**config.mk**
```make
export PLATFORM = sky130hd
export DESIGN_NAME = game_level_controller
export DESIGN_NICKNAME = d
export VERILOG_FILES = /design/src/rtl/game_pkg.sv /design/src/rtl/rise_edge_detect.sv /design/src/rtl/game_level_controller.sv
export SDC_FILE = /design/constraint.sdc
export NUM_CORES = 1
export LEC_CHECK = 0
export CORE_ASPECT_RATIO = 0.8
export CORE_MARGIN = 8
export CORE_UTILIZATION = 41
export DETAILED_ROUTE_END_ITERATION = 6
export GPL_TIMING_DRIVEN = 0
export PLACE_DENSITY = 0.75
export SLEW_MARGIN = 5
export SYNTH_ARGS = -nofsm -noshare
export SYNTH_HDL_FRONTEND = slang
export SYNTH_SLANG_ARGS = --single-unit
```
**constraint.sdc**
```tcl
create_clock -name clk -period 1.64 [get_ports clk]
set_clock_uncertainty 0.2 [all_clocks]
set_input_delay 0.328 -clock clk [delete_from_list [all_inputs] [get_ports clk]]
set_output_delay 0.328 -clock clk [all_outputs]
set_load 0.1 [all_outputs]
```
**src/rtl/game_pkg.sv**
```systemverilog
// Shared types and default constants for the game level controller.
// Widths are fixed by the renderer and obstacle-counter interfaces.
package game_pkg;

  typedef enum logic [1:0] {
    MENU = 2'd0,
    PLAY = 2'd1,
    WON  = 2'd2,
    LOST = 2'd3
  } state_e;

  localparam int TIME_W      = 11;
  localparam int POS_W       = 10;
  localparam int PHASE_LEN   = 300;
  localparam int WIN_TIME    = 1200;
  localparam int HOLD_CYCLES = 120;

endpackage

```
**src/rtl/rise_edge_detect.sv**
```systemverilog
// Registered rising-edge detector. After reset it stays disarmed until the
// input has been seen low, so a level held through reset never fires.
module rise_edge_detect (
  input  logic clk,
  input  logic reset,
  input  logic sig_i,
  output logic pulse_o
);

  logic prev_q;
  logic armed_q;

  always_ff @(posedge clk or posedge reset) begin
    if (reset) begin
      prev_q  <= 1'b0;
      armed_q <= 1'b0;
    end else begin
      prev_q  <= sig_i;
      armed_q <= armed_q | ~sig_i;
    end
  end

  assign pulse_o = sig_i & ~prev_q & armed_q;

endmodule

```
**src/rtl/game_level_controller.sv**
```systemverilog
// Top-level game flow FSM: MENU -> PLAY -> WON/LOST -> MENU, with level
// phase tracking and obstacle-restart pulses during PLAY.
module game_level_controller
  import game_pkg::*;
#(
  parameter int PHASE_LEN   = game_pkg::PHASE_LEN,
  parameter int WIN_TIME    = game_pkg::WIN_TIME,
  parameter int HOLD_CYCLES = game_pkg::HOLD_CYCLES
) (
  input  logic              clk,
  input  logic              reset,
  input  logic              start_btn,
  input  logic              collision,
  input  logic [TIME_W-1:0] game_time,
  input  logic [POS_W-1:0]  obj_position_counter,
  output logic              menu_screen,
  output logic              player_won,
  output logic              player_lost,
  output logic              reset_obj_count,
  output logic [1:0]        level_phase
);

  if (!((PHASE_LEN * 3 < WIN_TIME) && (WIN_TIME <= 2047) &&
        (HOLD_CYCLES >= 1) && (HOLD_CYCLES <= 256))) begin : g_param_check
    $error("game_level_controller: illegal PHASE_LEN/WIN_TIME/HOLD_CYCLES");
  end

  localparam logic [TIME_W-1:0] TH1       = TIME_W'(PHASE_LEN);
  localparam logic [TIME_W-1:0] TH2       = TIME_W'(PHASE_LEN * 2);
  localparam logic [TIME_W-1:0] TH3       = TIME_W'(PHASE_LEN * 3);
  localparam logic [TIME_W-1:0] WIN_T     = TIME_W'(WIN_TIME);
  localparam logic [7:0]        HOLD_LAST = 8'(HOLD_CYCLES - 1);

  state_e            state_q, state_d;
  logic [1:0]        phase_q, phase_d;
  logic [7:0]        hold_q, hold_d;
  logic              roc_q, roc_d;
  logic              start_pulse;
  logic [TIME_W-1:0] thr;
  logic              unused_pos;

  // Obstacle position is observed for debug only.
  assign unused_pos = ^obj_position_counter;

  rise_edge_detect u_start_edge (
    .clk     (clk),
    .reset   (reset),
    .sig_i   (start_btn),
    .pulse_o (start_pulse)
  );

  always_comb begin
    case (phase_q)
      2'd0:    thr = TH1;
      2'd1:    thr = TH2;
      default: thr = TH3;
    endcase
  end

  always_comb begin
    state_d = state_q;
    phase_d = phase_q;
    hold_d  = hold_q;
    roc_d   = 1'b0;
    case (state_q)
      MENU: begin
        if (start_pulse) state_d = PLAY;
      end
      PLAY: begin
        // Collision outranks the win check; phase steps only when staying in PLAY.
        if (collision) begin
          state_d = LOST;
        end else if (game_time >= WIN_T) begin
          state_d = WON;
        end else if ((phase_q != 2'd3) && (game_time == thr)) begin
          phase_d = 2'(phase_q + 2'd1);
          roc_d   = 1'b1;
        end
      end
      WON, LOST: begin
        if (start_pulse || (hold_q == HOLD_LAST)) begin
          state_d = MENU;
        end else begin
          hold_d = 8'(hold_q + 8'd1);
        end
      end
      default: state_d = MENU;
    endcase
    if (state_d != state_q) hold_d = 8'd0;
    if (state_d == MENU) phase_d = 2'd0;
  end

  always_ff @(posedge clk or posedge reset) begin
    if (reset) begin
      state_q <= MENU;
      phase_q <= 2'd0;
      hold_q  <= 8'd0;
      roc_q   <= 1'b0;
    end else begin
      state_q <= state_d;
      phase_q <= phase_d;
      hold_q  <= hold_d;
      roc_q   <= roc_d;
    end
  end

  assign menu_screen     = (state_q == MENU);
  assign player_won      = (state_q == WON);
  assign player_lost     = (state_q == LOST);
  assign reset_obj_count = roc_q;
  assign level_phase     = phase_q;

endmodule

```
==> impl_metrics.ini, run 1 <==
[layout]
syn2layout_area_growth_pct = 62.0
mostFrequentLayoutCells = 12 x dfrtp_1, 11 x buf_4, 8 x clkdlybuf4s50_1
drive_gt1_frac = 0.459
n_fill_cell = 178
fin_util = 0.676
fin_cells = 160
num_antenna_cells = 0
layout_commonest_cell = dfrtp_1
fin_nets = 163

[critical_path]
critical-path-slowest-cell = dfrtp_4
crit_path_max_incr_delay_ps = 540
crit_type = flip-flop to flip-flop
worst-path-buf-inv = 0
cp.arrival_ps = 1840
crit_fanout = 5
critPathCaptureType = flip-flop
r2r_setup_slack_ps = -230
worstReg2RegEnd = level_phase[0]
startpoint_type = flip-flop
path_delay_family = flip-flops
r2r_start = level_phase[0]
crit_chain = ha_4 -> nor4b_4 -> nand4_1 -> o31ai_1 -> a21oi_1
required_ps = 1610
reg2regPathDepth = 5

[timing]
slew_violations = 0
min_period_over_period = 1.14
fmax_mhz = 535
min_period_ps = 1870
relSlewSlack = 0.608
setup_viol = 15
finalHoldViolCount = 0
rsz0062_at_grt = true
setup_ws_ps = -229
worst_slew_pin_slew_ps = 587

[synth]
netlist_area_sq_um = 995
synth_ff_type = dfrtp_1
syn_avg_cell_area_sq_um = 10.4
synth.net_count = 125
async_reset_ff_frac = 1.00
synth_edf_count = 0
synth_seq_cells = 15
synthCells = 96
ys_types = 36
ys_seq_area_frac = 0.377
ys_warn_count = 0

[cts]
cts_made_buffers = 3
root_buffer = clkbuf_4
cts_sinks = 15
worstSkewPairLatency_ps = 290
cts_buffer_depth = 2
htree_levels = 1
cts_tree = built
cts.clk_slew.worst_paths_ps = 90

[detailed_routing]
drt_iter0_drc = 39
wl_met2_microns = 1680
drtPass1Iterations = 4
drcViolationCount = 0
antenna_left = 0
drt_wl_total_microns = 3170
avgRoutedWirePerCell_microns = 19.8
route.met3.wl_microns = 115
vias_per_cell = 5.98
wl_met1_microns = 1340
routed-via-count = 956
highest_layer = met4

[die]
dieArea_sq_mm = 0.00427
initial_core_util = 0.418
ios = 31
dieHeight_microns = 60.1
rows = 16
die_w_microns = 71.1
core-area_sq_mm = 0.00238

[global_route]
first_global_vias = 952
grt_first_pass_wirelength_microns = 4660
antenna_found_initial = 0
gr-total-overflow = 0
grt_use_total = 0.142
grt_max_degree = 16

[placed_design]
dp_worst_setup_slack_ps = -834
dp_hpwl_microns = 1950
gp_congestion = 0.776
portBuffers = 20
dpl.cell_count = 143

[status]
violations = setup timing
status = finished, violations left

[power_and_ir_drop]
leakage_nw = 0.668
peakVddDrop_mv = 0.507
p_total_mw = 1.96
power_density_mw_per_mm2 = 1220

[worst_hold_path]
min_path_type = input pin to asynchronous set/reset pin

[run]
max_cap_violations = 0
## kinds of logic (layout without fill, tap and decap cells)
kind of cell,count (synthesis),after routing,synth area share
AND/OR/NAND/NOR,40,40,0.274
AO/OA/AOI/OAI,20,20,0.180
flip-flops,15,15,0.377
buffers and inverters,8,45,0.0314
XOR/XNOR,5,5,0.0440
adder cells (fa/ha/maj),4,4,0.0503
multiplexers,4,4,0.0428
## sequential cells by signal (all words and copies together) (netlist names)
| register | cells |
|---|---|
| u_start_edge.armed_q | 1 |
| level_phase | 2 |
| u_start_edge.prev_q | 1 |
| reset_obj_count | 1 |
| hold_q | 8 |
| state_q | 2 |
## where the power goes
part / switching [mW] / internal, mW
Combinational: 0.683 / 0.563
Sequential: 0.0746 / 0.424
Clock: 0.122 / 0.0947
Total: 0.879 / 1.08
## final cells by class
type | instances | area (sq um) | share of cell area
plain buffers | 1 | 11.3 | 0.00699
clock buffers | 4 | 26.3 | 0.0163
flip-flops and latches | 15 | 384 | 0.238
repair buffers | 33 | 330 | 0.205
well taps | 27 | 33.8 | 0.0210
multi-input cells | 73 | 795 | 0.493
inverters | 7 | 31.3 | 0.0194
## worst max path at each step
stage / to / cells past startpoint / startpoint
CTS: level_phase[0] / 5 / level_phase[0]
global route: level_phase[0] / 5 / level_phase[0]
global placement: player_won / 3 / state_q[1]
finish: level_phase[0] / 5 / level_phase[0]
detailed placement: player_won / 3 / state_q[1]
floorplan: menu_screen / 2 / state_q[1]
## stage by stage
step / setup TNS, ps / hold slack (ps) / area [sq um]
finish: -1430 / 185 / 1610
global route: -2020 / 227 / 1610
CTS: -952 / 204 / 1490
detailed placement: -9920 / 282 / 1310
global placement: -9250 / 270 / 1310
floorplan: -886 / 29.5 / 1070
## synthesized netlist by cell type (2+ instances only)
library cell | instances | area, sq um
o31ai_1 | 2 | 15.0
and4_1 | 2 | 17.5
and3_1 | 2 | 12.5
a21oi_1 | 3 | 15.0
o21ai_0 | 4 | 20.0
mux2i_1 | 2 | 20.0
nand4b_1 | 2 | 17.5
nand2_1 | 2 | 7.51
ha_1 | 4 | 50.1
nor2b_1 | 3 | 18.8
dfrtp_1 | 15 | 375
nand4bb_1 | 2 | 22.5
or3_1 | 3 | 18.8
a211oi_1 | 3 | 22.5
xor2_1 | 4 | 35.0
nand3_1 | 3 | 15.0
mux2_2 | 2 | 22.5
nand4_1 | 5 | 31.3
nand2b_1 | 2 | 12.5
nor2_1 | 2 | 7.51
nor3_1 | 7 | 35.0
inv_1 | 7 | 26.3
and2_1 | 2 | 12.5
## layer usage
layer,GRT usage,vias up
met1,0.159,480
met4,0.0767,0
li1,-,445
met5,0,-
met2,0.241,27
met3,0.0402,4
## timing repair
item | CTS | global route
setup endpoints to repair | 19 | 17
endpoints found under the hold margin | 0 | 0
hold buffers | 0 | 0
buffers inserted | 5 | 11
gates resized for setup | 68 | 15
pin swaps | 6 | 10
Note: power is estimated with default switching activity, not from simulation.
==> run 2, diff against run 1 <==
--- a/config.mk
+++ b/config.mk
@@ -5,13 +5,15 @@
 export SDC_FILE = /design/constraint.sdc
 export NUM_CORES = 1
 export LEC_CHECK = 0
+export ABC_CLOCK_PERIOD_IN_PS = 2000
 export CORE_ASPECT_RATIO = 0.8
 export CORE_MARGIN = 8
-export CORE_UTILIZATION = 41
+export CORE_UTILIZATION = 45
 export DETAILED_ROUTE_END_ITERATION = 6
 export GPL_TIMING_DRIVEN = 0
-export PLACE_DENSITY = 0.75
+export PLACE_DENSITY = 0.79
 export SLEW_MARGIN = 5
 export SYNTH_ARGS = -nofsm -noshare
 export SYNTH_HDL_FRONTEND = slang
+export SYNTH_HIERARCHICAL = 1
 export SYNTH_SLANG_ARGS = --single-unit
==> constraint.sdc (replaced) <==
create_clock -name clk -period 2 [get_ports clk]
set_clock_uncertainty 0.2 [all_clocks]
set_input_delay 0.4 -clock clk [delete_from_list [all_inputs] [get_ports clk]]
set_output_delay 0.4 -clock clk [all_outputs]
set_load 0.1 [all_outputs]
==> impl_metrics.ini, run 2 <==
[cts]
root_buffer = clkbuf_4
worstSkewPairLatency_ps = 280
htree_levels = 1
cts_buffer_depth = 2
cts_made_buffers = 3
postCtsHoldBufs = 0
cts_sinks = 15
cts.clk_slew.worst_paths_ps = 80
cts_tree = built

[layout]
top_register = hold_q
num_antenna_cells = 0
n_fill_cell = 170
mostFrequentLayoutCells = 13 x dfrtp_1, 12 x nor2_1, 12 x clkdlybuf4s50_1
largest_reg_flops = 8
fin_nets = 151
multi_input_area_sq_um = 581
syn2layout_area_growth_pct = 36.3
fin_cells = 146
layout_commonest_cell = dfrtp_1
stdcell_area_sq_mm = 0.00129
drive_gt1_frac = 0.289
regArea_sq_um = 383

[synth]
synthTopCellsByArea = dfrtp_1 40%, nor2_1 5.5%, ha_1 5.3%
synth.most_common_cell = dfrtp_1
netlist_area_sq_um = 948
synthCells = 94
synth.net_count = 123
synthAdderAreaFrac = 0.0528
synth_top_area_frac = 0.396
synth_ff_type = dfrtp_1
synth.area.mux_share = 0.0594
yosys.area_share.xor_xnor = 0.0739
synth_seq_cells = 15
synth_compound_area_frac = 0.107
ys_types = 34
syn_avg_cell_area_sq_um = 10.1
async_reset_ff_frac = 1.00
synth_common_cells = 15 x dfrtp_1, 14 x nor2_1, 8 x inv_1
synthSimpleGateAreaFrac = 0.256
synth_largest_area_cell = dfrtp_1
ys_warn_count = 6
synth_edf_count = 0
ys_seq_area_frac = 0.396
synth_top_family_by_area = simple AND/OR/NAND/NOR gates

[timing]
rsz0062_at_grt = true
min_period_over_period = 0.998
fmax_mhz = 501
finalHoldViolCount = 0
slew_violations = 0
min_period_ps = 2000
worst_slew_pin_slew_ps = 547
holdWs_ps = 86.7
relSlewSlack = 0.637
setup_viol = 0

[die]
core-area_sq_mm = 0.00206
die_w_microns = 67.3
rows = 15
ios = 31
dieArea_sq_mm = 0.00384
initial_core_util = 0.459
dieHeight_microns = 57.1

[placed_design]
gp_congestion = 0.826
place_area_sq_mm = 0.00119
dp_hpwl_microns = 1620
portBuffers = 20
dpl.cell_count = 139

[detailed_routing]
drcViolationCount = 0
antenna_left = 0
drt_iter0_drc = 12
routed-via-count = 782
drt_wl_total_microns = 2230
vias_per_cell = 5.36
avgRoutedWirePerCell_microns = 15.3
drtPass1Iterations = 4

[global_route]
grt_use_total = 0.109
first_global_vias = 788
grt_max_degree = 14
gr-total-overflow = 0
antenna_found_initial = 0
grt_first_pass_wirelength_microns = 3300

[power_and_ir_drop]
p_int_mw = 0.657
pwr-share-comb = 0.564
power.switching_mw = 0.602
peakVddDrop_mv = 1.12
sw_frac_of_total = 0.478
pwr-share-seq = 0.299
power_density_mw_per_mm2 = 975
leakage_nw = 0.548
clockPowerShare = 0.137

[critical_path]
crit_start = game_time[4]
startpoint_type = input pin
critPathCaptureType = flip-flop
r2r_start = level_phase[0]
reg2regPathDepth = 6
crit_fanout = 3
cp.arrival_ps = 1970
required_ps = 1980
crit_type = input pin to flip-flop

[worst_hold_path]
min_path_type = input pin to asynchronous set/reset pin

[status]
status = completed

[run]
max_cap_violations = 0
run 2: layout make-up:
type / instances / share of cell area
Buffer: 2 / 0.0174
Clock buffer: 4 / 0.0203
Timing Repair Buffer: 23 / 0.169
Sequential cell: 15 / 0.296
Tap cell: 25 / 0.0242
Inverter: 8 / 0.0232
Multi-Input combinational cell: 69 / 0.449
run 2: final timing paths:
kind,endpoint,slack [ps]
setup / recovery,level_phase[1],5
hold / removal,u_start_edge/prev_q,90
setup reg to reg,level_phase[1],90
hold reg to reg,u_start_edge/armed_q,270
max in group asynchronous,level_phase[0],960
min in group clk,u_start_edge/armed_q,270
run 2: critical path: stages:
cell and delay (ps):
clkdlybuf4s50_1 490, nor4bb_4 300, mux2i_2 140, nor4_4 360, mux2i_1 220, nor2_1 50
run 2: kinds of logic (layout without fill, tap and decap cells):
family,Yosys count,in the layout
multiplexers,4,4
AND/OR/NAND/NOR,41,41
AO/OA/AOI/OAI,12,12
adder cells (fa/ha/maj),4,4
flip-flops,15,15
XOR/XNOR,8,8
buffers and inverters,10,37
run 2: what timing repair did:
item / 4_1_cts / 5_1_grt
endpoints found under the setup margin: 7 / 4
pin swaps: 1 / 5
setup buffers: 0 / 3
hold endpoints to repair: 0 / 0
resized for setup: 25 / 14
cloned: 0 / 0
run 2: power by group through the flow:
stage	sequential, mW	combinational, mW	clock [mW]
final	0.377	0.711	0.172
after CTS	0.376	0.684	0.174
after floorplan	0.375	0.565	0
after global routing	0.382	0.753	0.192
after global placement	0.380	0.702	0
after detailed placement	0.382	0.713	0
run 2: per-layer routing:
| layer | wire length (microns) | track usage | vias up |
|---|---|---|---|
| met5 | 0 | 0 | - |
| met4 | 38 | 0.0357 | 0 |
| met3 | 101 | 0.0391 | 4 |
| met2 | 1180 | 0.180 | 12 |
| met1 | 906 | 0.127 | 387 |
| li1 | - | - | 379 |
run 2: through the flow:
stage / setup TNS, ps / total power, mW / setup slack [ps] / utilization
final: 0 / 1.26 / 4.84 / 0.626
after CTS: 0 / 1.23 / 3.00 / 0.585
after floorplan: 0 / 0.940 / 32.4 / -
after global routing: -46.4 / 1.33 / -33.0 / 0.626
after global placement: -2930 / 1.08 / -373 / 0.578
after detailed placement: -3390 / 1.09 / -392 / 0.578
==> run 3, diff against run 2 <==
--- a/config.mk
+++ b/config.mk
@@ -10,6 +10,7 @@
 export CORE_MARGIN = 8
 export CORE_UTILIZATION = 45
 export DETAILED_ROUTE_END_ITERATION = 6
+export GPL_ROUTABILITY_DRIVEN = 1
 export GPL_TIMING_DRIVEN = 0
 export PLACE_DENSITY = 0.79
 export SLEW_MARGIN = 5
==> results of run 3 <==
Same layout as run 2: the final DEF is identical, and so are final timing and power.
